==> src/rtl/scpad_types_pkg.sv <==
// Shared scratchpad types for the SRAM write queue.
// Depth default and request/crossbar descriptors live here.
package scpad_types_pkg;

    localparam int WRQ_DEPTH   = 4;
    localparam int SCPAD_SLOTS = 16;
    localparam int SCPAD_DW    = 8 * SCPAD_SLOTS;

    typedef logic [SCPAD_DW-1:0] scpad_data_t;

    typedef struct packed {
        logic [SCPAD_SLOTS-1:0] slot_mask;
        logic [3:0]             shift;
        logic [SCPAD_SLOTS-1:0] valid_mask;
    } xbar_desc_t;

    typedef struct packed {
        logic        valid;
        scpad_data_t wdata;
        xbar_desc_t  xbar;
    } sram_write_req_t;

    typedef struct packed {
        scpad_data_t wdata;
        xbar_desc_t  xbar;
    } wrq_entry_t;

endpackage

==> src/rtl/sram_write_queue_if.sv <==
// Request-side and SRAM-side signals of the write queue.
// slave = the queue, master = its environment.
interface sram_write_queue_if;
    import scpad_types_pkg::*;

    sram_write_req_t in_req;
    logic            in_ready;
    logic            be_stall;
    logic            sram_wr_en;
    scpad_data_t     sram_wdata;
    xbar_desc_t      sram_xbar;

    modport master (
        output in_req, be_stall,
        input  in_ready, sram_wr_en, sram_wdata, sram_xbar
    );

    modport slave (
        input  in_req, be_stall,
        output in_ready, sram_wr_en, sram_wdata, sram_xbar
    );

endinterface

==> src/rtl/scpad_fifo.sv <==
// Generic pointer/count FIFO; head entry readable combinationally.
// Storage is not reset, only pointers and count.
module scpad_fifo #(
    parameter int WIDTH = 8,
    parameter int DEPTH = 4
) (
    input  logic                   clk,
    input  logic                   rst,
    input  logic                   push,
    input  logic                   pop,
    input  logic [WIDTH-1:0]       wdata,
    output logic [WIDTH-1:0]       rdata,
    output logic [$clog2(DEPTH):0] count,
    output logic                   full,
    output logic                   empty
);

    localparam int AW = $clog2(DEPTH);
    localparam logic [AW:0] FULL_CNT = DEPTH[AW:0];

    logic [WIDTH-1:0] mem [DEPTH];
    logic [AW-1:0]    head;
    logic [AW-1:0]    tail;
    logic             do_push;
    logic             do_pop;

    assign full    = (count == FULL_CNT);
    assign empty   = (count == '0);
    assign do_push = push && !full;
    assign do_pop  = pop && !empty;
    assign rdata   = mem[head];

    // Power-of-two depth: pointer overflow is the modulo wrap.
    always_ff @(posedge clk or posedge rst) begin
        if (rst) begin
            head  <= '0;
            tail  <= '0;
            count <= '0;
        end else begin
            if (do_push) tail <= tail + 1'b1;
            if (do_pop)  head <= head + 1'b1;
            unique case ({do_push, do_pop})
                2'b10:   count <= count + 1'b1;
                2'b01:   count <= count - 1'b1;
                default: count <= count;
            endcase
        end
    end

    always_ff @(posedge clk) begin
        if (do_push) mem[tail] <= wdata;
    end

endmodule

==> src/rtl/sram_write_queue.sv <==
// Scratchpad SRAM write queue with sticky overflow flag.
// Optional same-cycle bypass: define SCPAD_WRQ_BYPASS_EN.
module sram_write_queue
    import scpad_types_pkg::*;
#(
    parameter int DEPTH = WRQ_DEPTH
) (
    input  logic                   clk,
    input  logic                   rst,
    sram_write_queue_if.slave      bus,
    output logic [$clog2(DEPTH):0] count,
    output logic                   overflow_err,
    input  logic                   err_clr
);

    logic       req_ok;
    logic       full;
    logic       empty;
    logic       push;
    logic       pop;
    logic       byp;
    wrq_entry_t entry_in;
    wrq_entry_t head;

    assign req_ok = bus.in_req.valid
                 && (bus.in_req.xbar.valid_mask != '0);
    assign entry_in = '{wdata: bus.in_req.wdata,
                        xbar:  bus.in_req.xbar};

`ifdef SCPAD_WRQ_BYPASS_EN
    assign byp = req_ok && empty && !bus.be_stall && !rst;
`else
    assign byp = 1'b0;
`endif

    assign bus.in_ready   = !full;
    assign pop            = !empty && !bus.be_stall;
    assign push           = req_ok && !full && !byp;
    assign bus.sram_wr_en = pop || byp;

    always_comb begin
        bus.sram_wdata = '0;
        bus.sram_xbar  = '0;
        if (byp) begin
            bus.sram_wdata = entry_in.wdata;
            bus.sram_xbar  = entry_in.xbar;
        end else if (!empty) begin
            bus.sram_wdata = head.wdata;
            bus.sram_xbar  = head.xbar;
        end
    end

    // A set in the same cycle as err_clr wins.
    always_ff @(posedge clk or posedge rst) begin
        if (rst)
            overflow_err <= 1'b0;
        else if (req_ok && full)
            overflow_err <= 1'b1;
        else if (err_clr)
            overflow_err <= 1'b0;
    end

    scpad_fifo #(
        .WIDTH ($bits(wrq_entry_t)),
        .DEPTH (DEPTH)
    ) u_fifo (
        .clk   (clk),
        .rst   (rst),
        .push  (push),
        .pop   (pop),
        .wdata (entry_in),
        .rdata (head),
        .count (count),
        .full  (full),
        .empty (empty)
    );

endmodule

==> src/flat_wrapper.sv <==
// flat-port wrapper written by rule: the top's interface ports become plain ports
module sram_write_queue_flat import scpad_types_pkg::*;
#(
    parameter int DEPTH = WRQ_DEPTH
)
  (clk, rst, count, overflow_err, err_clr, bus_in_req, bus_be_stall, bus_in_ready, bus_sram_wr_en, bus_sram_wdata, bus_sram_xbar);
  sram_write_queue_if bus_i ();
  input  logic clk;
  input  logic rst;
  output logic [$clog2(DEPTH):0] count;
  output logic overflow_err;
  input  logic err_clr;
  input wire logic [$bits(bus_i.in_req)-1:0] bus_in_req;
  input wire logic [$bits(bus_i.be_stall)-1:0] bus_be_stall;
  output wire logic [$bits(bus_i.in_ready)-1:0] bus_in_ready;
  output wire logic [$bits(bus_i.sram_wr_en)-1:0] bus_sram_wr_en;
  output wire logic [$bits(bus_i.sram_wdata)-1:0] bus_sram_wdata;
  output wire logic [$bits(bus_i.sram_xbar)-1:0] bus_sram_xbar;
  assign bus_i.in_req = bus_in_req;
  assign bus_i.be_stall = bus_be_stall;
  assign bus_in_ready = bus_i.in_ready;
  assign bus_sram_wr_en = bus_i.sram_wr_en;
  assign bus_sram_wdata = bus_i.sram_wdata;
  assign bus_sram_xbar = bus_i.sram_xbar;
  sram_write_queue #(.DEPTH(DEPTH)) u_core (.clk(clk), .rst(rst), .bus(bus_i), .count(count), .overflow_err(overflow_err), .err_clr(err_clr));
endmodule
==> config.mk <==
export PLATFORM = sky130hd
export DESIGN_NAME = sram_write_queue_flat
export DESIGN_NICKNAME = d
export VERILOG_FILES = /design/src/rtl/scpad_types_pkg.sv /design/src/rtl/sram_write_queue_if.sv /design/src/rtl/scpad_fifo.sv /design/src/rtl/sram_write_queue.sv /design/src/flat_wrapper.sv
export SDC_FILE = /design/constraint.sdc
export NUM_CORES = 1
export LEC_CHECK = 0
export CORE_MARGIN = 5
export CORE_UTILIZATION = 35
export CTS_BUF_LIST = sky130_fd_sc_hd__clkbuf_2
export DETAILED_ROUTE_END_ITERATION = 7
export SETUP_SLACK_MARGIN = 0.5
export SYNTH_ARGS = -nofsm -noshare
export SYNTH_HDL_FRONTEND = slang
export SYNTH_SLANG_ARGS = --single-unit
==> constraint.sdc <==
create_clock -name clk -period 15.5 [get_ports clk]
set_input_delay 3.1 -clock clk [delete_from_list [all_inputs] [get_ports clk]]
set_output_delay 3.1 -clock clk [all_outputs]
set_load 0.01 [all_outputs]
==> results.cfg, run 1 <==
[routing]
drc = 0
drt_iter0_markers = 575
wl_per_cell_um = 21.2
dr.pass1.iters = 4
via_count = 12299
finalWirelength_um = 55600
viasPerCell = 4.70
ant_nets = 0

[global_routing]
grt_max_degree = 116
grt_pass1_wl_um = 83400
gr-total-overflow = 0
grt_pass1_vias = 13632
grt_usage_pct = 14.2
antenna_found_initial = 8

[synth]
synth_nets = 1263
ys_ff_latch = 664
yosysSeqAreaShare_pct = 78.8
synth_cell_types = 23
yosys.area.top_type_share_pct = 78.0
yosysTopAreaCell = edfxtp_1
syn-cell-area_mm2 = 0.0253
avgSynthCellArea_um2 = 23.2
yosysWarningCount = 0
syn_inst = 1088
synth.area.top_cells = edfxtp_1, mux4_2, nor2b_1, dfrtp_1, buf_6

[power_and_ir_drop]
peakVddDrop_mv = 0.140
power_leakage_uw = 0.0102
p_per_area_mw_per_mm2 = 191
pwr-share-comb_pct = 38.6
power_uw = 5940
p_clk_share_pct = 19.3
netSwitchingFraction_pct = 31.4
internal_power_uw = 4070
p_switching_uw = 1870
power_frac_seq_pct = 42.1

[setup_path]
path_class = register to output pin
required_ns = 12.40
arrival_ns = 5.15
startpoint_type = register
end_kind = output pin
cp_max_fo = 62

[place]
dp.final_hpwl_um = 31500
port-buffer-count = 338
place.gp.congestion = 0.701

[clock_network]
clkTransAtPathRegs_ns = 0.10
clk_path_buf_depth = 3
cts_tree = built
clock_latency_ns = 1.20
hold_buffers = 0
ctsHtreeMaxLevel = 4
cts_root_buffer = clkbuf_2
post_cts_resized = 0
cts_buffers = 169
post-cts-setup-buffers = 0
clkSinkCount = 664

[floorplan]
placementRows = 98
coreArea_mm2 = 0.0715
pin_count = 339
dieWidth_um = 279
initial_core_util_pct = 35.3
die_h_um = 279
die_area_mm2 = 0.0776

[finish]
drive_gt1_share_pct = 26.6
nets = 1729
finalCoreUtilization_pct = 43.5
syn_to_final_growth_pct = 23.2

[sta]
tightest_slew_ns = 1.03
fin_skew_ns = 0.0579
post-route-min-period_ns = 8.25
relSlewSlack_pct = 31.5
setup_viol = 0
maxSlewViolCount = 0
hold_violations = 0
fmax_mhz = 121
finalSetupTns_ns = 0
fin_crit_sh_pct = 53.2
grt_setup_unrepaired = false

[min_path]
hp-class = register to register

[run_status]
status = finished clean

[job]
cap_viol_max_count = 0
==> worst max-delay path, cell delays in order, from the launching register on <==
cell and delay (ns):
dfrtp_4 1.01, buf_4 0.89, buf_4 0.78, mux4_2 0.42
nor2b_1 0.15, clkdlybuf4s50_1 0.57
==> cells in the final DEF, fill, tap and decap left out, drive strengths merged <==
cell type / netlist / final
and2: 4 / 4
and3: 1 / 1
buf: 35 / 13
bufinv: 0 / 4
clkbuf: 21 / 243
clkdlybuf4s50: 0 / 338
clkinv: 0 / 26
clkinvlp: 0 / 1
dfrtp: 8 / 8
diode: 0 / 5
edfxtp: 656 / 656
fa: 1 / 1
ha: 5 / 5
inv: 8 / 12
mux2: 1 / 1
mux2i: 1 / 1
mux4: 164 / 164
nand2: 2 / 2
nand4: 2 / 2
nor2: 3 / 3
nor2b: 164 / 164
nor3: 1 / 1
nor4: 4 / 4
o21ai: 1 / 1
xnor2: 3 / 3
xor2: 3 / 3
==> layout make-up <==
cell class,instances,area [um2]
flip-flops and latches,664,19900
diodes,5,12.5
well taps,950,1190
clock inverters,35,258
repair buffers,351,3520
clock buffers,243,1220
multi-input cells,360,4990
fillers,6267,40400
inverters,8,30.0
==> power by group through the flow <==
stage / combinational (uW) / sequential (uW) / clock [uW]
after detailed placement: 2370 / 2550 / 0
final: 2290 / 2500 / 1150
after CTS: 2380 / 2510 / 1220
after global placement: 2370 / 2530 / 0
after floorplan: 1310 / 2520 / 0
after global routing: 2470 / 2540 / 1310
==> metrics by stage <==
stage / std cells / instance area (um2) / setup slack (ns) / hold WS, ns
floorplan: 1088 / 25300 / 7.59 / 0.534
global placement: 2333 / 29600 / 8.02 / 0.511
detailed placement: 2333 / 29600 / 8.06 / 0.516
CTS: 2611 / 31100 / 6.83 / 0.532
global route: 2612 / 31100 / 6.74 / 0.576
finish: 2616 / 31100 / 7.25 / 0.530
==> registers in the layout (all words and copies together), names as in the netlist <==
name,flops
u_core.overflow_err,1
u_core.u_fifo.head,2
u_core.u_fifo.count,3
u_core.u_fifo.tail,2
u_core.u_fifo.mem,656
==> layer usage <==
| metal | routed length, um | vias to the layer above | GRT usage [%] | part of all wire (%) |
|---|---|---|---|---|
| met5 | 41 | - | 0 | 0.074 |
| met4 | 1280 | 6 | 5.67 | 2.3 |
| met3 | 3940 | 103 | 5.57 | 7.1 |
| met2 | 28500 | 328 | 23.8 | 51 |
| met1 | 21800 | 6381 | 16.6 | 39 |
| li1 | - | 5481 | - | - |
==> worst paths after layout <==
check	start	slack [ns]	to	cells after the start
min reg2reg	u_core.overflow_err	0.53	u_core.overflow_err	2
min	u_core.overflow_err	0.53	u_core.overflow_err	2
max	u_core.u_fifo.head[1]	7.25	bus_sram_wdata[100]	5
max reg2reg	u_core.u_fifo.count[0]	12.33	u_core.u_fifo.mem[1][154]	5
max in group asynchronous	rst	13.08	u_core.u_fifo.head[1]	2
min in group asynchronous	rst	2.11	u_core.u_fifo.head[0]	2
==> kinds of logic (layout without fill, tap and decap cells) <==
family,Yosys count,after routing,share of synthesized area [%]
buf+inv,64,637,1.54
simple gates,181,181,4.43
xor+xnor,6,6,0.208
other cells,0,5,0
flops,664,664,78.8
compound gates,1,1,0.0198
fa+ha+maj,6,6,0.327
mux,166,166,14.7
==> synth_stat cells <==
cell type	n
dfrtp_1	8
o21ai_0	1
mux4_2	164
clkbuf_1	21
mux2_2	1
and3_1	1
nand4_1	2
xor2_1	3
mux2i_1	1
buf_2	17
nor2b_1	164
and2_1	4
edfxtp_1	656
ha_1	5
xnor2_1	3
fa_1	1
nor4_1	4
buf_6	16
nor3_1	1
buf_4	2
nand2_1	2
nor2_1	3
inv_1	8
No activity file was read; power rests on OpenSTA's default activity.
==> run 2, diff against run 1 <==
==> constraint.sdc (replaced) <==
create_clock -name clk -period 6.7 [get_ports clk]
set_input_delay 1.34 -clock clk [delete_from_list [all_inputs] [get_ports clk]]
set_output_delay 1.34 -clock clk [all_outputs]
set_load 0.01 [all_outputs]
==> run 2 against run 1 <==
Non-clock buffer count rose by 5. Routed wire length increased by 1.4%. Hold slack lost 0.20 ns. Final area grew 0.27%. Count of clock-buffer cells in the layout shrank 6. Sequential share of layout area decreased by 0.17 points. Clock skew up 0.064 ns. Flip-flop and latch count unchanged. Critical path type unchanged. Largest power group unchanged. Highest routed layer unchanged.
==> results.cfg, run 2 (synthesis results as in run 1) <==
[run_status]
status = finished clean

[finish]
nets = 1735
largest-register = u_core.u_fifo.mem
reg_top3 = u_core.u_fifo.mem: 656 flops, u_core.u_fifo.count: 3 flops
final_cell_mix = edfxtp_1, clkdlybuf4s50_1, clkbuf_2, mux4_2, nor2b_1
multiInputGateArea_mm2 = 0.00499
final_common_cell = edfxtp_1
ff_latch_area_mm2 = 0.0199
fill_cells = 6272
fin_area_mm2 = 0.0312
largest_register_ffs = 656
drive_gt1_share_pct = 26.8
syn_to_final_growth_pct = 23.5

[sta]
fmax_mhz = 184
tightest_slew_ns = 0.879
grt_setup_unrepaired = false
fin_skew_ns = 0.122
setup_viol = 0
relSlewSlack_pct = 41.4
fin_crit_sh_pct = 80.9
finalSetupTns_ns = 0
maxSlewViolCount = 0
post-route-min-period_ns = 5.42
hold_violations = 0

[global_routing]
grt_pass1_vias = 13850
antenna_found_initial = 13
grt_max_degree = 109
grt_util_met1_pct = 17.3
met2_usage_pct = 24.3
top_usage_layer = met2
met3_usage_pct = 5.27
gr-total-overflow = 0
grt_pass1_wl_um = 84800
grt_usage_pct = 14.5

[clock_network]
clkSinkCount = 664
hold_buffers = 0
post_cts_resized = 0
post-cts-setup-buffers = 0
clkTransAtPathRegs_ns = 0.10
cts_buffers = 170
cts_tree = built
cts_root_buffer = clkbuf_2
ctsHtreeMaxLevel = 4
clk_path_buf_depth = 3
clock_latency_ns = 1.23

[setup_path]
critPathTopFamily = buffers and inverters
path_depth = 4
critical-path-max-stage-delay_ns = 0.96
rr_worst_depth = 5
cp_max_fo = 59
end_kind = output pin
required_ns = 5.36
arrival_ns = 4.08
crit_chain = buf_12 > mux4_2 > nor2b_1 > clkdlybuf4s50_1
cp_num_buf_inv = 2
startpoint_type = register
r2r_start = u_core.u_fifo.count[0]
path_class = register to output pin
worst_r2r_endpoint = u_core.u_fifo.mem[2][76]
regToRegSetupSlack_ns = 3.98
crit_slowest_cell = dfrtp_4

[floorplan]
dieWidth_um = 279
die_area_mm2 = 0.0776
die_h_um = 279
initial_core_util_pct = 35.3
placementRows = 98
pin_count = 339
coreArea_mm2 = 0.0715

[place]
dp.final_hpwl_um = 32900
place.gp.congestion = 0.695
placed_area_mm2 = 0.0297
port-buffer-count = 338

[power_and_ir_drop]
p_per_area_mw_per_mm2 = 440
power_leakage_uw = 0.0103
peakVddDrop_mv = 0.270
p_switching_uw = 4330
p_clk_share_pct = 19.0
netSwitchingFraction_pct = 31.5
power_frac_seq_pct = 41.7
pwr-share-comb_pct = 39.3
internal_power_uw = 9400

[routing]
dr.pass1.iters = 4
drc = 0
drt_iter0_markers = 665
viasPerCell = 4.74
via_count = 12442
wl_per_cell_um = 21.5
ant_nets = 0
finalWirelength_um = 56400

[min_path]
hp-class = primary input to asynchronous set/reset pin

[job]
cap_viol_max_count = 0
run 2: power groups by stage:
stage               sequential [uW]  combinational, uW  clock [uW]
floorplan                      5830               3030           0
global placement               5790               5570           0
detailed placement             5840               5560           0
CTS                            5740               5590        2770
global route                   5810               5800        3000
finish                         5730               5390        2610
run 2: how the worst max path moves through the flow:
stage                     slack (ns)                   endpoint                  start
final                           1.28        bus_sram_wdata[103]  u_core.u_fifo.head[0]
after CTS                       0.95         bus_sram_wdata[48]  u_core.u_fifo.head[0]
after global placement          2.44        bus_sram_wdata[103]  u_core.u_fifo.head[0]
after detailed placement        2.42  u_core.u_fifo.mem[2][162]          bus_in_req[4]
after floorplan                 0.55    u_core.u_fifo.mem[0][0]          bus_in_req[0]
after global routing            0.81         bus_sram_wdata[66]  u_core.u_fifo.head[0]
run 2: stage by stage:
stage	setup slack, ns	util, %	total power [uW]	hold WS [ns]	std cells
final	1.28	43.6	13700	0.330	2623
after global routing	0.813	43.6	14600	0.159	2620
after CTS	0.953	43.6	14100	0.0953	2616
after detailed placement	2.42	41.6	11400	0.517	2338
after global placement	2.44	41.6	11400	0.511	2338
after floorplan	0.548	-	8860	0.534	1088
run 2: routing by layer:
layer / wire length, um / share of wire [%]
met1: 22100 / 39
met2: 29200 / 52
met3: 3920 / 7.0
met4: 1100 / 2.0
met5: 80 / 0.14
run 2: area by class of cell:
| cell class | instances | share of cell area [%] |
|---|---|---|
| Antenna cell | 7 | 0.0561 |
| Clock buffer | 237 | 3.80 |
| Clock inverter | 41 | 0.850 |
| Inverter | 8 | 0.0962 |
| Multi-Input combinational cell | 360 | 16.0 |
| Sequential cell | 664 | 63.8 |
| Tap cell | 950 | 3.81 |
| Timing Repair Buffer | 356 | 11.6 |
